**src/rtl/spc_ram_arbiter_pkg.sv**
```systemverilog
// Shared types for the audio RAM arbiter: port indices, request bundle, helpers.
// Latency: n/a (declarations only).
// Backpressure: n/a.
package spc_ram_pkg;

   // Default RAM geometry (64 KiB, byte wide)
   localparam int ADDR_WIDTH = 16;
   localparam int DATA_WIDTH = 8;

   // Number of requesters and width of each starvation counter
   localparam int NUM_PORTS  = 3;
   localparam int WAIT_WIDTH = 4;

   // Bit positions of each requester inside the per-port vectors
   localparam int IDX_DSP  = 0;
   localparam int IDX_CPU  = 1;
   localparam int IDX_HOST = 2;

   // Who owns the RAM port (grant) or the completion cycle (ack owner)
   typedef enum logic [1:0] {
      PORT_NONE = 2'd0,
      PORT_DSP  = 2'd1,
      PORT_CPU  = 2'd2,
      PORT_HOST = 2'd3
   } port_e;

   // One requester's access as presented to the RAM
   typedef struct packed {
      logic [ADDR_WIDTH-1:0] address;
      logic [DATA_WIDTH-1:0] data;
      logic                  write_enable;
   } ram_req_t;

   // Keep only the lowest set bit: index 0 (DSP) is the highest priority
   function automatic logic [NUM_PORTS-1:0] first_one(input logic [NUM_PORTS-1:0] v);
      logic [NUM_PORTS-1:0] r;
      r = '0;
      if (v[IDX_DSP])       r[IDX_DSP]  = 1'b1;
      else if (v[IDX_CPU])  r[IDX_CPU]  = 1'b1;
      else if (v[IDX_HOST]) r[IDX_HOST] = 1'b1;
      return r;
   endfunction

   // Convert a one-hot (or empty) grant vector into a port index
   function automatic port_e vec_to_port(input logic [NUM_PORTS-1:0] v);
      port_e p;
      p = PORT_NONE;
      if (v[IDX_DSP])       p = PORT_DSP;
      else if (v[IDX_CPU])  p = PORT_CPU;
      else if (v[IDX_HOST]) p = PORT_HOST;
      return p;
   endfunction

endpackage

```
**src/rtl/spc_ram_arb_pick.sv**
```systemverilog
// Picks at most one RAM winner per cycle: boosted ports first, then DSP > CPU > HOST.
// Latency: grant is combinational in the request cycle; wait counters update at the clock edge.
// Backpressure: a port is not eligible in its own ack cycle; losers wait, bounded by MAX_WAIT.
module spc_ram_arb_pick
   import spc_ram_pkg::*;
#(
   parameter int MAX_WAIT = 4
) (
   input  logic                 clock,
   input  logic                 reset_n,
   input  logic [NUM_PORTS-1:0] i_req,
   input  logic [NUM_PORTS-1:0] i_ack,
   output logic [NUM_PORTS-1:0] o_grant_vec,
   output port_e                o_grant
);

   localparam logic [WAIT_WIDTH-1:0] L_MAX_WAIT = WAIT_WIDTH'(MAX_WAIT);

   logic [WAIT_WIDTH-1:0] r_wait [NUM_PORTS];
   logic [NUM_PORTS-1:0]  w_elig;
   logic [NUM_PORTS-1:0]  w_boost;
   logic [NUM_PORTS-1:0]  w_grant_vec;

   // A port in its ack cycle has already been served for this request
   assign w_elig = i_req & ~i_ack;

   // Boost flags: counter has reached the saturation point
   always_comb begin
      w_boost = '0;
      for (int i = 0; i < NUM_PORTS; i++) begin
         w_boost[i] = w_elig[i] && (r_wait[i] == L_MAX_WAIT);
      end
   end

   // Boosted class wins outright; fixed priority resolves ties inside each class
   always_comb begin
      w_grant_vec = '0;
      if (|w_boost) begin
         w_grant_vec = first_one(w_boost);
      end else begin
         w_grant_vec = first_one(w_elig);
      end
   end

   assign o_grant_vec = w_grant_vec;
   assign o_grant     = vec_to_port(w_grant_vec);

   // Wait counters: count losing eligible cycles, saturate, clear on grant or idle
   always_ff @(posedge clock or negedge reset_n) begin
      if (!reset_n) begin
         for (int i = 0; i < NUM_PORTS; i++) begin
            r_wait[i] <= '0;
         end
      end else begin
         for (int i = 0; i < NUM_PORTS; i++) begin
            if (!i_req[i] || w_grant_vec[i]) begin
               r_wait[i] <= '0;
            end else if (w_elig[i] && (r_wait[i] != L_MAX_WAIT)) begin
               r_wait[i] <= r_wait[i] + 1'b1;
            end
         end
      end
   end

endmodule

```
**src/rtl/spc_ram_arbiter.sv**
```systemverilog
// Three-port (DSP/CPU/HOST) arbiter serialising accesses onto one synchronous audio RAM port.
// Latency: grant and RAM drive in cycle N, ack (and read data) exactly in cycle N+1.
// Backpressure: requesters hold req until ack; starvation guard bounds wait to MAX_WAIT+2 cycles.
module spc_ram_arbiter #(
   parameter int ADDR_WIDTH = spc_ram_pkg::ADDR_WIDTH,
   parameter int DATA_WIDTH = spc_ram_pkg::DATA_WIDTH,
   parameter int MAX_WAIT   = 4
) (
   input  logic                  clock,
   input  logic                  reset_n,
   // DSP requester
   input  logic                  dsp_req,
   input  logic [ADDR_WIDTH-1:0] dsp_address,
   input  logic [DATA_WIDTH-1:0] dsp_data_in,
   input  logic                  dsp_write_enable,
   output logic [DATA_WIDTH-1:0] dsp_data_out,
   output logic                  dsp_ack,
   // CPU requester
   input  logic                  cpu_req,
   input  logic [ADDR_WIDTH-1:0] cpu_address,
   input  logic [DATA_WIDTH-1:0] cpu_data_in,
   input  logic                  cpu_write_enable,
   output logic [DATA_WIDTH-1:0] cpu_data_out,
   output logic                  cpu_ack,
   // Host/debug requester
   input  logic                  host_req,
   input  logic [ADDR_WIDTH-1:0] host_address,
   input  logic [DATA_WIDTH-1:0] host_data_in,
   input  logic                  host_write_enable,
   output logic [DATA_WIDTH-1:0] host_data_out,
   output logic                  host_ack,
   // RAM port
   output logic [ADDR_WIDTH-1:0] ram_address,
   output logic [DATA_WIDTH-1:0] ram_data_in,
   output logic                  ram_write_enable,
   input  logic [DATA_WIDTH-1:0] ram_data_out
);

   import spc_ram_pkg::*;

   // The request bundle is sized from the package; the width parameters
   // are expected to stay at the package defaults.
   ram_req_t             w_req [NUM_PORTS];
   ram_req_t             w_sel;
   logic [NUM_PORTS-1:0] w_req_vec;
   logic [NUM_PORTS-1:0] w_ack_vec;
   logic [NUM_PORTS-1:0] w_grant_vec;
   port_e                w_grant;
   port_e                r_ack_owner;

   assign w_req[IDX_DSP]  = '{address: dsp_address,  data: dsp_data_in,  write_enable: dsp_write_enable};
   assign w_req[IDX_CPU]  = '{address: cpu_address,  data: cpu_data_in,  write_enable: cpu_write_enable};
   assign w_req[IDX_HOST] = '{address: host_address, data: host_data_in, write_enable: host_write_enable};

   assign w_req_vec = {host_req, cpu_req, dsp_req};

   // Acks come straight from the registered owner; one owner means one ack
   assign w_ack_vec[IDX_DSP]  = (r_ack_owner == PORT_DSP);
   assign w_ack_vec[IDX_CPU]  = (r_ack_owner == PORT_CPU);
   assign w_ack_vec[IDX_HOST] = (r_ack_owner == PORT_HOST);

   spc_ram_arb_pick #(
      .MAX_WAIT (MAX_WAIT)
   ) u_pick (
      .clock       (clock),
      .reset_n     (reset_n),
      .i_req       (w_req_vec),
      .i_ack       (w_ack_vec),
      .o_grant_vec (w_grant_vec),
      .o_grant     (w_grant)
   );

   // Route the winner onto the RAM port; idle cycles issue a harmless read of 0
   always_comb begin
      w_sel = '0;
      case (w_grant)
         PORT_DSP:  w_sel = w_req[IDX_DSP];
         PORT_CPU:  w_sel = w_req[IDX_CPU];
         PORT_HOST: w_sel = w_req[IDX_HOST];
         default:   w_sel = '0;
      endcase
   end

   assign ram_address      = w_sel.address;
   assign ram_data_in      = w_sel.data;
   // Reset gates the write strobe so nothing is committed while the block is held
   assign ram_write_enable = w_sel.write_enable & reset_n;

   // Remember who was granted so the next cycle's ack and read data go to them
   always_ff @(posedge clock or negedge reset_n) begin
      if (!reset_n) begin
         r_ack_owner <= PORT_NONE;
      end else begin
         r_ack_owner <= w_grant;
      end
   end

   assign dsp_ack  = w_ack_vec[IDX_DSP];
   assign cpu_ack  = w_ack_vec[IDX_CPU];
   assign host_ack = w_ack_vec[IDX_HOST];

   // Read data is only presented to the ack owner; everyone else sees zero
   assign dsp_data_out  = w_ack_vec[IDX_DSP]  ? ram_data_out : '0;
   assign cpu_data_out  = w_ack_vec[IDX_CPU]  ? ram_data_out : '0;
   assign host_data_out = w_ack_vec[IDX_HOST] ? ram_data_out : '0;

   // Tie-off for the unused grant vector bits (grant index is used for muxing)
   logic w_unused;
   assign w_unused = ^w_grant_vec;

endmodule

```
**config.mk**
```make
export PLATFORM = sky130hd
export DESIGN_NAME = spc_ram_arbiter
export DESIGN_NICKNAME = d
export VERILOG_FILES = /design/src/rtl/spc_ram_arbiter_pkg.sv /design/src/rtl/spc_ram_arb_pick.sv /design/src/rtl/spc_ram_arbiter.sv
export SDC_FILE = /design/constraint.sdc
export NUM_CORES = 1
export LEC_CHECK = 0
export BUFFER_PORTS_ARGS = -buffer_cell sky130_fd_sc_hd__buf_4
export CAP_MARGIN = 20
export CORE_ASPECT_RATIO = 1.4
export CORE_MARGIN = 8
export CORE_UTILIZATION = 40
export CTS_BUF_LIST = sky130_fd_sc_hd__clkbuf_8
export DETAILED_ROUTE_END_ITERATION = 10
export PLACE_DENSITY = 0.92
export SLEW_MARGIN = 5
export SYNTH_ARGS = -nofsm -noshare
export SYNTH_HDL_FRONTEND = slang
export SYNTH_SLANG_ARGS = --single-unit
```
**constraint.sdc**
```tcl
create_clock -name clock -period 3.26 [get_ports clock]
set_input_delay 0.652 -clock clock [delete_from_list [all_inputs] [get_ports clock]]
set_output_delay 0.652 -clock clock [all_outputs]
set_load 0.02 [all_outputs]
```
==> out/results.ini <==
[status]
status=finished clean

[timing]
finClkSkew_ns=0.00815
tightest_slew_ns=0.420
min_period_ns=3.11
slew_headroom=0.717
tns_ns=0
timing.fmax_ghz=0.322
hold_violations=0
slew_violations=0
setup_viol=0
post-route-period-util=0.954
rsz0062_at_grt=false

[clocking]
cts_max_level=1
cts.sinks=14
clkLatencyLatePin_ns=0.25
clk_path_buf_depth=2
numCtsBuffers=3
clk_pin_slew_ns=0.06
cts-root-buf=clkbuf_8
cts-hold-fix-buffers=0
tritoncts=yes

[logic_synthesis]
synth.area.top_cells=dfrtp_1, a222oi_1, inv_1, and2_1, ha_1
synth.top_cell.area_share=0.241
synth_nets=277
synth_seq_area_share=0.241
synth.distinct_cells=35
synth.most_common_cell=inv_1
synth_commonest_cells=inv_1, a222oi_1, and2_1
synth_cells=183
synth_edf_count=0
async_flop_share=1.00
avgSynthCellArea_um2=7.94
ys_ff_latch=14
synth_area_mm2=0.00145
yosysWarnings=0
synth_flop_cell=dfrtp_1
yosysTopAreaCell=dfrtp_1

[floorplan]
die-area_mm2=0.00585
io_pins=140
core_area_mm2=0.00358
rows=26
die_x_um=67.0
fp.dieH_um=87.3
start_util=0.406

[pwr]
p_leak_nw=1.49
power_switching_uw=534
combPwrFrac=0.699
p_clk_frac=0.119
ir_drop_mv=0.259
power_density_mw_per_mm2=465
power_frac_seq=0.182
p_int_uw=657
netSwitchingFraction=0.448
power.total_mw=1.19

[grt]
grt_antenna_before_repair=0
grt_pass1_vias=2150
track_usage=0.205
grt_pass1_wl_mm=9.52
gr-total-overflow=0
grt_max_degree=31

[flow_run]
maxCapViolCount=0

[routing]
wl_mm=6.26
dr_total_vias=1989
drc=0
viasPerCell=5.53
detail-route-antenna-nets=0
wl_per_cell_um=17.4
drtIter0Drc=146
firstDrtPassIters=6

[setup_path]
r2r-start=r_ack_owner[0]
critPathCaptureType=output port
arrival_ns=2.46
crit_fanout=26
crit_start=u_pick.r_wait[4]
required_ns=2.61
cp-start-kind=flip-flop
crit_type=reg -> out

[finish]
nets=414
area_delta_synth_final_pct=76.0
drive_gt1_frac=0.481
num_antenna_cells=0

[worst_hold_path]
hold_path.class=in -> async

[place]
place.gp.congestion=0.825
hpwl_mm=5.26
io_buffers=139

==> metal layers <==
layer  global-route usage  wire length [um]  vias up
li1                     -                 -      925
met1                0.196              2000      920
met2                0.365              3220      133
met3               0.0876               906       11
met4               0.0878               127        0
met5                    0                 0        -
==> critical path, stage by stage, from the launching register on <==
cell and delay (ns):
dfrtp_1 0.42, inv_1 0.07, ha_1 0.13, nand3b_1 0.13
or3_1 0.37, o2111a_1 0.18, buf_4 0.23, a222oi_1 0.42
inv_1 0.08, buf_4 0.17
==> area by class of cell <==
| class | instances | area, um2 |
|---|---|---|
| clock buffers | 3 | 41.3 |
| fillers | 310 | 1020 |
| inverters | 37 | 139 |
| multi-input cells | 118 | 878 |
| flip-flops and latches | 14 | 352 |
| well taps | 42 | 52.6 |
| repair buffers | 146 | 1100 |
==> stage by stage <==
| stage | util | instance area, um2 | instances | setup WS (ns) | hold WS [ns] |
|---|---|---|---|---|---|
| final | 0.715 | 2560 | 360 | 0.151 | 0.245 |
| after floorplan | - | 1450 | 183 | 0.561 | 0.356 |
| after global placement | 0.701 | 2510 | 357 | 0.337 | 0.513 |
| after CTS | 0.713 | 2550 | 360 | 0.140 | 0.256 |
| after detailed placement | 0.701 | 2510 | 357 | 0.306 | 0.517 |
| after global routing | 0.715 | 2560 | 360 | 0.0146 | 0.255 |
==> flip-flops by register name (all words and copies together), names as in the netlist <==
name           flops
r_ack_owner        2
u_pick.r_wait     12
==> timing repair <==
item	CTS	global route
gates resized for setup	0	2
endpoints found under the setup margin	0	3
buffers inserted	0	0
==> cell families (layout without fill, tap and decap cells) <==
logic type	after synthesis	count (layout)	synth area share
adder cells (fa/ha/maj)	6	6	0.0516
buffers and inverters	51	186	0.159
XOR/XNOR	8	8	0.0482
AND/OR/NAND/NOR	65	65	0.251
multiplexers	2	2	0.0138
flip-flops	14	14	0.241
AO/OA/AOI/OAI	37	37	0.235
==> power groups by stage <==
stage | registers [mW] | clock network [mW] | logic (mW)
floorplan | 0.214 | 0 | 0.480
global placement | 0.217 | 0 | 0.813
detailed placement | 0.218 | 0 | 0.834
CTS | 0.216 | 0.141 | 0.836
global route | 0.220 | 0.155 | 0.897
finish | 0.217 | 0.142 | 0.832
==> layout by cell type (no fill, tap or decap), drive strengths merged, types with 2 or more instances in the layout <==
cell type	synthesis	routed
xor2	5	5
nand4	3	3
ha	6	6
nor2	11	11
nand3b	2	2
and3	9	9
nand2	6	6
or2	2	2
or3	2	2
a222oi	25	25
dfrtp	14	14
a21oi	3	3
xnor2	3	3
inv	37	37
mux2i	2	2
buf	7	146
nand2b	4	4
and2	17	17
nor3	3	3
clkbuf	7	3
nand3	2	2
==> worst paths after layout <==
| kind | end | slack (ns) | cells after the start |
|---|---|---|---|
| min | u_pick.r_wait[4] | 0.24 | 1 |
| max in group asynchronous | r_ack_owner[0] | 2.82 | 1 |
| min reg2reg | u_pick.r_wait[7] | 0.54 | 2 |
| max | ram_address[13] | 0.15 | 9 |
| min in group clock | u_pick.r_wait[7] | 0.54 | 2 |
| max reg2reg | u_pick.r_wait[8] | 1.19 | 6 |
(Power assumes the default switching activity.)
